File: config.mk
export PLATFORM = sky130hd
export DESIGN_NAME = adc16dv160_capture_ctrl
export DESIGN_NICKNAME = d
export VERILOG_FILES = /design/src/rtl/adc16dv160_capture_ctrl.sv
export SDC_FILE = /design/constraint.sdc
export NUM_CORES = 1
export LEC_CHECK = 0
export BUFFER_PORTS_ARGS = -buffer_cell sky130_fd_sc_hd__buf_4
export CORE_MARGIN = 5
export CORE_UTILIZATION = 53
export CTS_BUF_LIST = sky130_fd_sc_hd__clkbuf_8
export DETAILED_ROUTE_END_ITERATION = 10
export PLACE_DENSITY_LB_ADDON = 0.08
export SLEW_MARGIN = 30
export SYNTH_ARGS = -nofsm -noshare
export SYNTH_HDL_FRONTEND = slang
export SYNTH_SLANG_ARGS = --single-unit
File: constraint.sdc
create_clock -name m00_axis_aclk -period 8.2 [get_ports m00_axis_aclk]
set_input_delay 1.64 -clock m00_axis_aclk [delete_from_list [all_inputs] [get_ports m00_axis_aclk]]
set_output_delay 1.64 -clock m00_axis_aclk [all_outputs]
set_load 0.05 [all_outputs]
File: src/rtl/adc16dv160_capture_ctrl.sv
// Capture sequencer for the ADC16DV160 sample stream: arms on start, aligns to the
// synchronised sync edge, and cuts samples into dsize-word AXI-Stream packets.
module adc16dv160_capture_ctrl #(
  parameter int DATA_W  = 32,
  parameter int DSIZE_W = 24
) (
  input  logic               m00_axis_aclk,
  input  logic               m00_axis_aresetn,
  input  logic               cfg_rt,
  input  logic               cfg_start,
  input  logic               cfg_abort,
  input  logic [DSIZE_W-1:0] cfg_dsize,
  input  logic               sync,
  input  logic [DATA_W-1:0]  s_axis_tdata,
  input  logic               s_axis_tvalid,
  output logic               s_axis_tready,
  output logic [DATA_W-1:0]  m00_axis_tdata,
  output logic               m00_axis_tvalid,
  output logic [3:0]         m00_axis_tkeep,
  output logic               m00_axis_tlast,
  input  logic               m00_axis_tready,
  output logic               sts_busy,
  output logic               sts_done,
  output logic               sts_overflow,
  output logic [DSIZE_W-1:0] sts_count
);

  localparam logic [1:0] IDLE    = 2'd0;
  localparam logic [1:0] ARMED   = 2'd1;
  localparam logic [1:0] CAPTURE = 2'd2;
  localparam logic [1:0] DRAIN   = 2'd3;

  logic [1:0]         state;
  logic               sync_meta;
  logic               sync_s;
  logic               sync_d;
  logic               rt;
  logic [DSIZE_W-1:0] dsize;
  logic [DSIZE_W-1:0] cnt;
  logic [DATA_W-1:0]  tdata;
  logic               tvalid;
  logic               tlast;
  logic               done;
  logic               overflow;

  logic sync_rise;
  logic load;
  logic drop;
  logic last_word;

  // Load/drop decisions for the one-deep output register
  always_comb begin
    sync_rise = 1'b0;
    load      = 1'b0;
    drop      = 1'b0;
    last_word = 1'b0;
    sync_rise = sync_s & ~sync_d;
    last_word = (cnt == (dsize - DSIZE_W'(1)));
    if (state == CAPTURE) begin
      load = s_axis_tvalid & (~tvalid | m00_axis_tready);
      drop = s_axis_tvalid & tvalid & ~m00_axis_tready;
    end else begin
      load = 1'b0;
      drop = 1'b0;
    end
  end

  // Synchroniser, output register, packet counter, sticky flags and sequencer
  always_ff @(posedge m00_axis_aclk) begin
    if (!m00_axis_aresetn) begin
      state     <= IDLE;
      sync_meta <= 1'b0;
      sync_s    <= 1'b0;
      sync_d    <= 1'b0;
      rt        <= 1'b0;
      dsize     <= {DSIZE_W{1'b0}};
      cnt       <= {DSIZE_W{1'b0}};
      tdata     <= {DATA_W{1'b0}};
      tvalid    <= 1'b0;
      tlast     <= 1'b0;
      done      <= 1'b0;
      overflow  <= 1'b0;
    end else begin
      sync_meta <= sync;
      sync_s    <= sync_meta;
      sync_d    <= sync_s;
      if (cfg_abort) begin
        state  <= IDLE;
        tvalid <= 1'b0;
        tlast  <= 1'b0;
        cnt    <= {DSIZE_W{1'b0}};
      end else begin
        if (drop) begin
          overflow <= 1'b1;
        end
        if (load) begin
          tvalid <= 1'b1;
          tdata  <= s_axis_tdata;
          tlast  <= last_word;
          cnt    <= last_word ? {DSIZE_W{1'b0}} : (cnt + DSIZE_W'(1));
        end else if (tvalid && m00_axis_tready) begin
          tvalid <= 1'b0;
          tlast  <= 1'b0;
        end
        case (state)
          IDLE: begin
            if (cfg_start && (cfg_dsize != {DSIZE_W{1'b0}})) begin
              state    <= ARMED;
              rt       <= cfg_rt;
              dsize    <= cfg_dsize;
              done     <= 1'b0;
              overflow <= 1'b0;
              cnt      <= {DSIZE_W{1'b0}};
            end
          end
          ARMED: begin
            if (sync_rise) begin
              state <= CAPTURE;
            end
          end
          CAPTURE: begin
            // RT keeps cutting packets back to back only while sync is still high
            if (load && last_word && (!rt || !sync_s)) begin
              state <= DRAIN;
            end
          end
          DRAIN: begin
            if (tvalid && m00_axis_tready && tlast) begin
              state <= rt ? ARMED : IDLE;
              if (!rt) begin
                done <= 1'b1;
              end
            end
          end
          default: state <= IDLE;
        endcase
      end
    end
  end

  assign s_axis_tready   = 1'b1;
  assign m00_axis_tdata  = tdata;
  assign m00_axis_tvalid = tvalid;
  assign m00_axis_tlast  = tlast;
  assign m00_axis_tkeep  = {4{tvalid}};
  assign sts_busy        = (state != IDLE);
  assign sts_done        = done;
  assign sts_overflow    = overflow;
  assign sts_count       = cnt;

endmodule

# --- After elaboration in Yosys (flattened, before gate mapping) ---
# Index checks and enable logic that the tools add are counted.
word_totals:
  register_bits: 90
classes:
  n_bitwise: 10
  n_addsub: 2
  reduce_logical: 18
  n_eq_ne: 9
  muxes: 22
ops:
  columns: ["operator", "n"]
  rows:
  - ["$mux 24", 4]
  - ["$add 24x1->24 const B", 1]
  - ["$eq 24x24->1", 1]
  - ["$reduce_bool 24->1", 1]
  - ["$sub 24x1->24 const B", 1]
  - ["$mux 1", 12]
  - ["$mux 2", 4]
  - ["$ne 2x2->1 const B", 4]
  - ["$pmux 2 s4", 1]
  - ["$reduce_bool 2->1", 3]
  - ["$logic_and 1x1->1", 5]
  - ["$not 1->1", 5]
  - ["$reduce_and 5->1", 1]
  - ["$and 1x1->1", 4]
  - ["$eq 2x2->1 const B", 2]
  - ["$reduce_and 4->1", 1]
  - ["$reduce_and 3->1", 1]
  - ["$eq 2x1->1 const B", 1]
  - ["$logic_not 1->1", 2]
  - ["$logic_not 2->1", 1]
  - ["$ne 2x1->1 const B", 1]
  - ["$pmux 1 s2", 1]
  - ["$reduce_and 2->1", 1]
  - ["$reduce_or 2->1", 1]
  - ["2 further kinds", 2]

# --- Longest topological paths before layout ---
depth:
  word_depth: 8
  depth_mapped: 11
  mapped_depth_nobuf: 10

# --- Worst setup path before layout ---
# No wires, ideal clock.
synth_path:
  path_type: "input to register"
  startpoint: "input cfg_dsize[17]"
  endpoint: "register dsize[10]"
  t_arrival_ns: 3.465
  n_path_buf: 2
  path_stages: 8
  setup_time_ns: 0.117
  slack_ns: 4.618
  cell_sequence: "nor4_1 nand4_1 o21ai_0 or3_1 clkbuf_1 buf_1 mux2i_1 nor2b_1"
synth_via:
  elab_chain_len: 3
synth_rtl:
  columns: ["element", "line_no", "text"]
  rows:
  - ["start, declared", "12", "input logic [DSIZE_W-1:0] cfg_dsize,"]
  - ["$reduce_bool 24->1", "107", "if (cfg_start && (cfg_dsize != {DSIZE_W{1'b0}})) begin"]
  - ["$logic_and 1x1->1", "107", null]
  - ["$reduce_and 3->1 (no source line)", null, null]
  - ["end signal, assigned", "76", "dsize <= {DSIZE_W{1'b0}};"]
  - ["end signal, assigned", "110", "dsize <= cfg_dsize;"]
  - ["end, declared", "38", "logic [DSIZE_W-1:0] dsize;"]
# No other way between the ends.
# A chain may end at the register's enable or synchronous reset.

# --- Final worst setup path ---
layout_path:
  startpoint: "input s_axis_tvalid"
  endpoint: "register cnt[23], in the netlist sts_count[23]"
layout_via:
  elab_chain_len: 5
layout_rtl:
  columns: ["element", "line_no", "text"]
  rows:
  - ["start, declared", "15", "input logic s_axis_tvalid,"]
  - ["$and 1x1->1 *", "60", "load = s_axis_tvalid & (~tvalid | m00_axis_tready);"]
  - ["$mux 1 *", "59", "if (state == CAPTURE) begin"]
  - ["$mux 24 *", "96", "if (load) begin"]
  - ["$mux 24", "107", null]
  - ["$mux 24 *", "105", "case (state)"]
  - ["end signal, assigned", "91", "cnt <= {DSIZE_W{1'b0}};"]
  - ["end signal, assigned", "100", "cnt <= last_word ? {DSIZE_W{1'b0}} : (cnt + DSIZE_W'(1));"]
  - ["end signal, assigned", "113", "cnt <= {DSIZE_W{1'b0}};"]
  - ["end, declared", "39", "logic [DSIZE_W-1:0] cnt;"]
# Every way passes the cells marked *; elsewhere a longest branch is shown, timed or not.

==> impl_metrics.json <==
{
  "yosysMostFrequentCell": "nand2_1",
  "cp_slowest_cell": "nor2_1",
  "die-area_sq_mm": 0.0107,
  "crit_path_start_kind": "input pin",
  "grt.overflow.total": 0,
  "seqPwrFrac": 0.497,
  "vdd_drop_max_uv": 90.4,
  "synth_top_area_frac": 0.389,
  "root_buffer": "clkbuf_8",
  "path_common_cell": "nor2_1",
  "drt_iter0_drc": 164,
  "cp_top_family": "simple AND/OR/NAND/NOR gates",
  "p_leak_nw": 2.42,
  "ys_top_cells_by_count": "92 x nand2_1, 90 x dfxtp_1, 43 x nor2_1",
  "maxCapViolations": 0,
  "synthToLayoutAreaGrowth_pct": 25.5,
  "synthMuxAreaShare": 0.0608,
  "clk_path_buf_depth": 2,
  "grt_usage": 0.228,
  "setup_viol": 0,
  "synth_xor_area_frac": 0.0927,
  "timing.final.crit_share": 0.450,
  "die_w_um": 103,
  "synth-compound-area-share": 0.113,
  "synth_nets": 615,
  "placementRows": 34,
  "routedWlPerCell_um": 15.5,
  "antenna_found_initial": 0,
  "nFillCells": 751,
  "clk_pin_slew_ps": 90,
  "synth-seq-cells": 90,
  "syn_area_per_cell_sq_um": 8.51,
  "power_frac_comb": 0.154,
  "arrival_ps": 3910,
  "portBuffers": 128,
  "worst_pin_slew_ps": 965,
  "dp_hpwl_um": 9100,
  "async_flop_share": 0,
  "syn_area_sq_mm": 0.00463,
  "final_layout_size_suffix_gt1_frac": 0.245,
  "ioPinCount": 130,
  "final.min_clock_period_ps": 3690,
  "power.density_mw_per_mm2": 159,
  "worstPathCellList": "buf_4 > nand2_1 > nor2_1 > nand4_1 > or2_2 > nor3_1 > nand3_1 > xor2_1 > nor2_1",
  "crit_buf_inv": 1,
  "ys.flop_type": "dfxtp_1",
  "holdCritPathClass": "reg -> reg",
  "slew_viol_final": 0,
  "clkSinkCount": 90,
  "synth_edf_count": 0,
  "routed_wl_um": 11900,
  "ant_nets": 0,
  "grt_pass1_vias": 4001,
  "end_kind": "register",
  "holdBufCountCts": 0,
  "antenna-diode-count": 0,
  "cts_repair_resize_count": 0,
  "globalplace.congestion": 0.855,
  "tns_ps": 0,
  "power_switching_mw": 0.249,
  "synth-simple-area-share": 0.285,
  "p_int_mw": 0.673,
  "die_h_um": 103,
  "yosys.area.top_type": "dfxtp_1",
  "fmax_ghz": 0.271,
  "start_util": 0.536,
  "max_stage_delay_ps": 530,
  "grt_max_degree": 65,
  "vias_per_cell": 5.42,
  "critPathMaxFanout": 9,
  "grt_first_pass_wirelength_um": 19300,
  "swShare": 0.270,
  "cts_tree": "done",
  "via_count": 4149,
  "relSlewSlack": 0.351,
  "drc_errors": 0,
  "nNetsFinal": 724,
  "core-area_sq_mm": 0.00864,
  "htree_num_levels": 3,
  "synthTopCellsByArea": "dfxtp_1 39%, nand2_1 7.5%, mux2i_1 5.8%",
  "firstDrtPassIters": 5,
  "cts_buffers": 9,
  "critPathRequiredTime_ps": 8420,
  "rsz0062_at_grt": "false",
  "p_clk_frac": 0.350,
  "critical_path_class": "in -> reg",
  "synth_seq_area_share": 0.389,
  "clk-insertion-delay-late_ps": 360,
  "status": "finished clean",
  "synth-adder-area-share": 0.0189,
  "cts_setup_buffers": 0,
  "ys_types": 60,
  "hold_ws_ps": 446,
  "synth_top_family_by_area": "simple AND/OR/NAND/NOR gates",
  "hold_viol_final": 0,
  "finClkSkew_ps": 8.89,
  "synthCells": 544,
  "synth_warnings": 0
}
power groups by stage:
stage	logic [mW]	clock network (mW)	registers (mW)
2_1_floorplan	0.0954	0	0.465
3_3_place_gp	0.138	0	0.467
3_5_place_dp	0.141	0	0.467
4_1_cts	0.142	0.331	0.457
5_1_grt	0.156	0.353	0.459
6_report	0.142	0.322	0.458
registers in the layout, summed over array words and instances (netlist names):
| signal | cells |
|---|---|
| dsize | 24 |
| m00_axis_tdata | 32 |
| m00_axis_tlast | 1 |
| m00_axis_tvalid | 1 |
| rt | 1 |
| state | 2 |
| sts_count | 24 |
| sts_done | 1 |
| sts_overflow | 1 |
| sync_d | 1 |
| sync_meta | 1 |
| sync_s | 1 |
layer usage:
| metal | global-route usage | part of all wire |
|---|---|---|
| met2 | 0.383 | 0.49 |
| met5 | 0 | 0 |
| met4 | 0.0896 | 0.024 |
| met3 | 0.0758 | 0.083 |
| met1 | 0.268 | 0.41 |
cells in the final DEF, fill, tap and decap left out, drive strengths merged, types with 3 or more instances in the layout:
| cell type | n |
|---|---|
| xor2 | 23 |
| dfxtp | 90 |
| nor2b | 27 |
| nand2b | 4 |
| nand4b | 3 |
| or2 | 3 |
| nand2 | 92 |
| or3 | 5 |
| and3 | 4 |
| nor3 | 13 |
| clkbuf | 11 |
| nor2 | 43 |
| or4 | 7 |
| and4 | 3 |
| a21oi | 8 |
| nand4 | 7 |
| buf | 129 |
| inv | 10 |
| a21boi | 33 |
| nand3 | 17 |
| mux2i | 27 |
| clkinv | 3 |
| nor4 | 15 |
| o21ai | 6 |
| and2 | 5 |
| xnor2 | 26 |
| o311ai | 3 |
| ha | 7 |
final timing paths:
| kind | from | to | slack [ps] | cells past startpoint |
|---|---|---|---|---|
| hold / removal | sync_meta$_SDFF_PN0_ | sync_s$_SDFF_PN0_ | 450 | 1 |
| hold reg to reg | sync_meta$_SDFF_PN0_ | sync_s$_SDFF_PN0_ | 450 | 1 |
| setup reg to reg | dsize[13]$_SDFFE_PN0P_ | sts_count[15]$_SDFF_PP0_ | 4630 | 8 |
| setup / recovery | s_axis_tvalid | sts_count[23]$_SDFF_PP0_ | 4510 | 9 |
cells by family (layout without fill, tap and decap cells):
group	after synthesis	after routing
AO/OA/AOI/OAI	71	71
XOR/XNOR	49	49
buffers and inverters	40	154
adder cells (fa/ha/maj)	7	7
multiplexers	28	28
AND/OR/NAND/NOR	258	258
other	1	1
flip-flops	90	90
area by class of cell:
cell class | instances | area [sq um] | area share
clock buffer | 11 | 151 | 0.0261
inverter | 9 | 33.8 | 0.00582
tap | 108 | 135 | 0.0233
sequential | 90 | 1800 | 0.310
clock inverter | 5 | 61.3 | 0.0106
multi-input combinational | 414 | 2660 | 0.457
timing repair buffer | 129 | 968 | 0.167
metrics by stage:
stage / std cells / power (mW) / instance area [sq um] / utilization / setup slack (ps)
after CTS: 766 / 0.930 / 5810 / 0.673 / 4490
final: 766 / 0.922 / 5810 / 0.673 / 4510
after global routing: 766 / 0.969 / 5810 / 0.673 / 4290
after detailed placement: 750 / 0.609 / 5600 / 0.648 / 4130
after floorplan: 544 / 0.561 / 4630 / - / 4620
after global placement: 750 / 0.605 / 5590 / 0.647 / 4140
No activity file was read; power rests on OpenSTA's default activity.
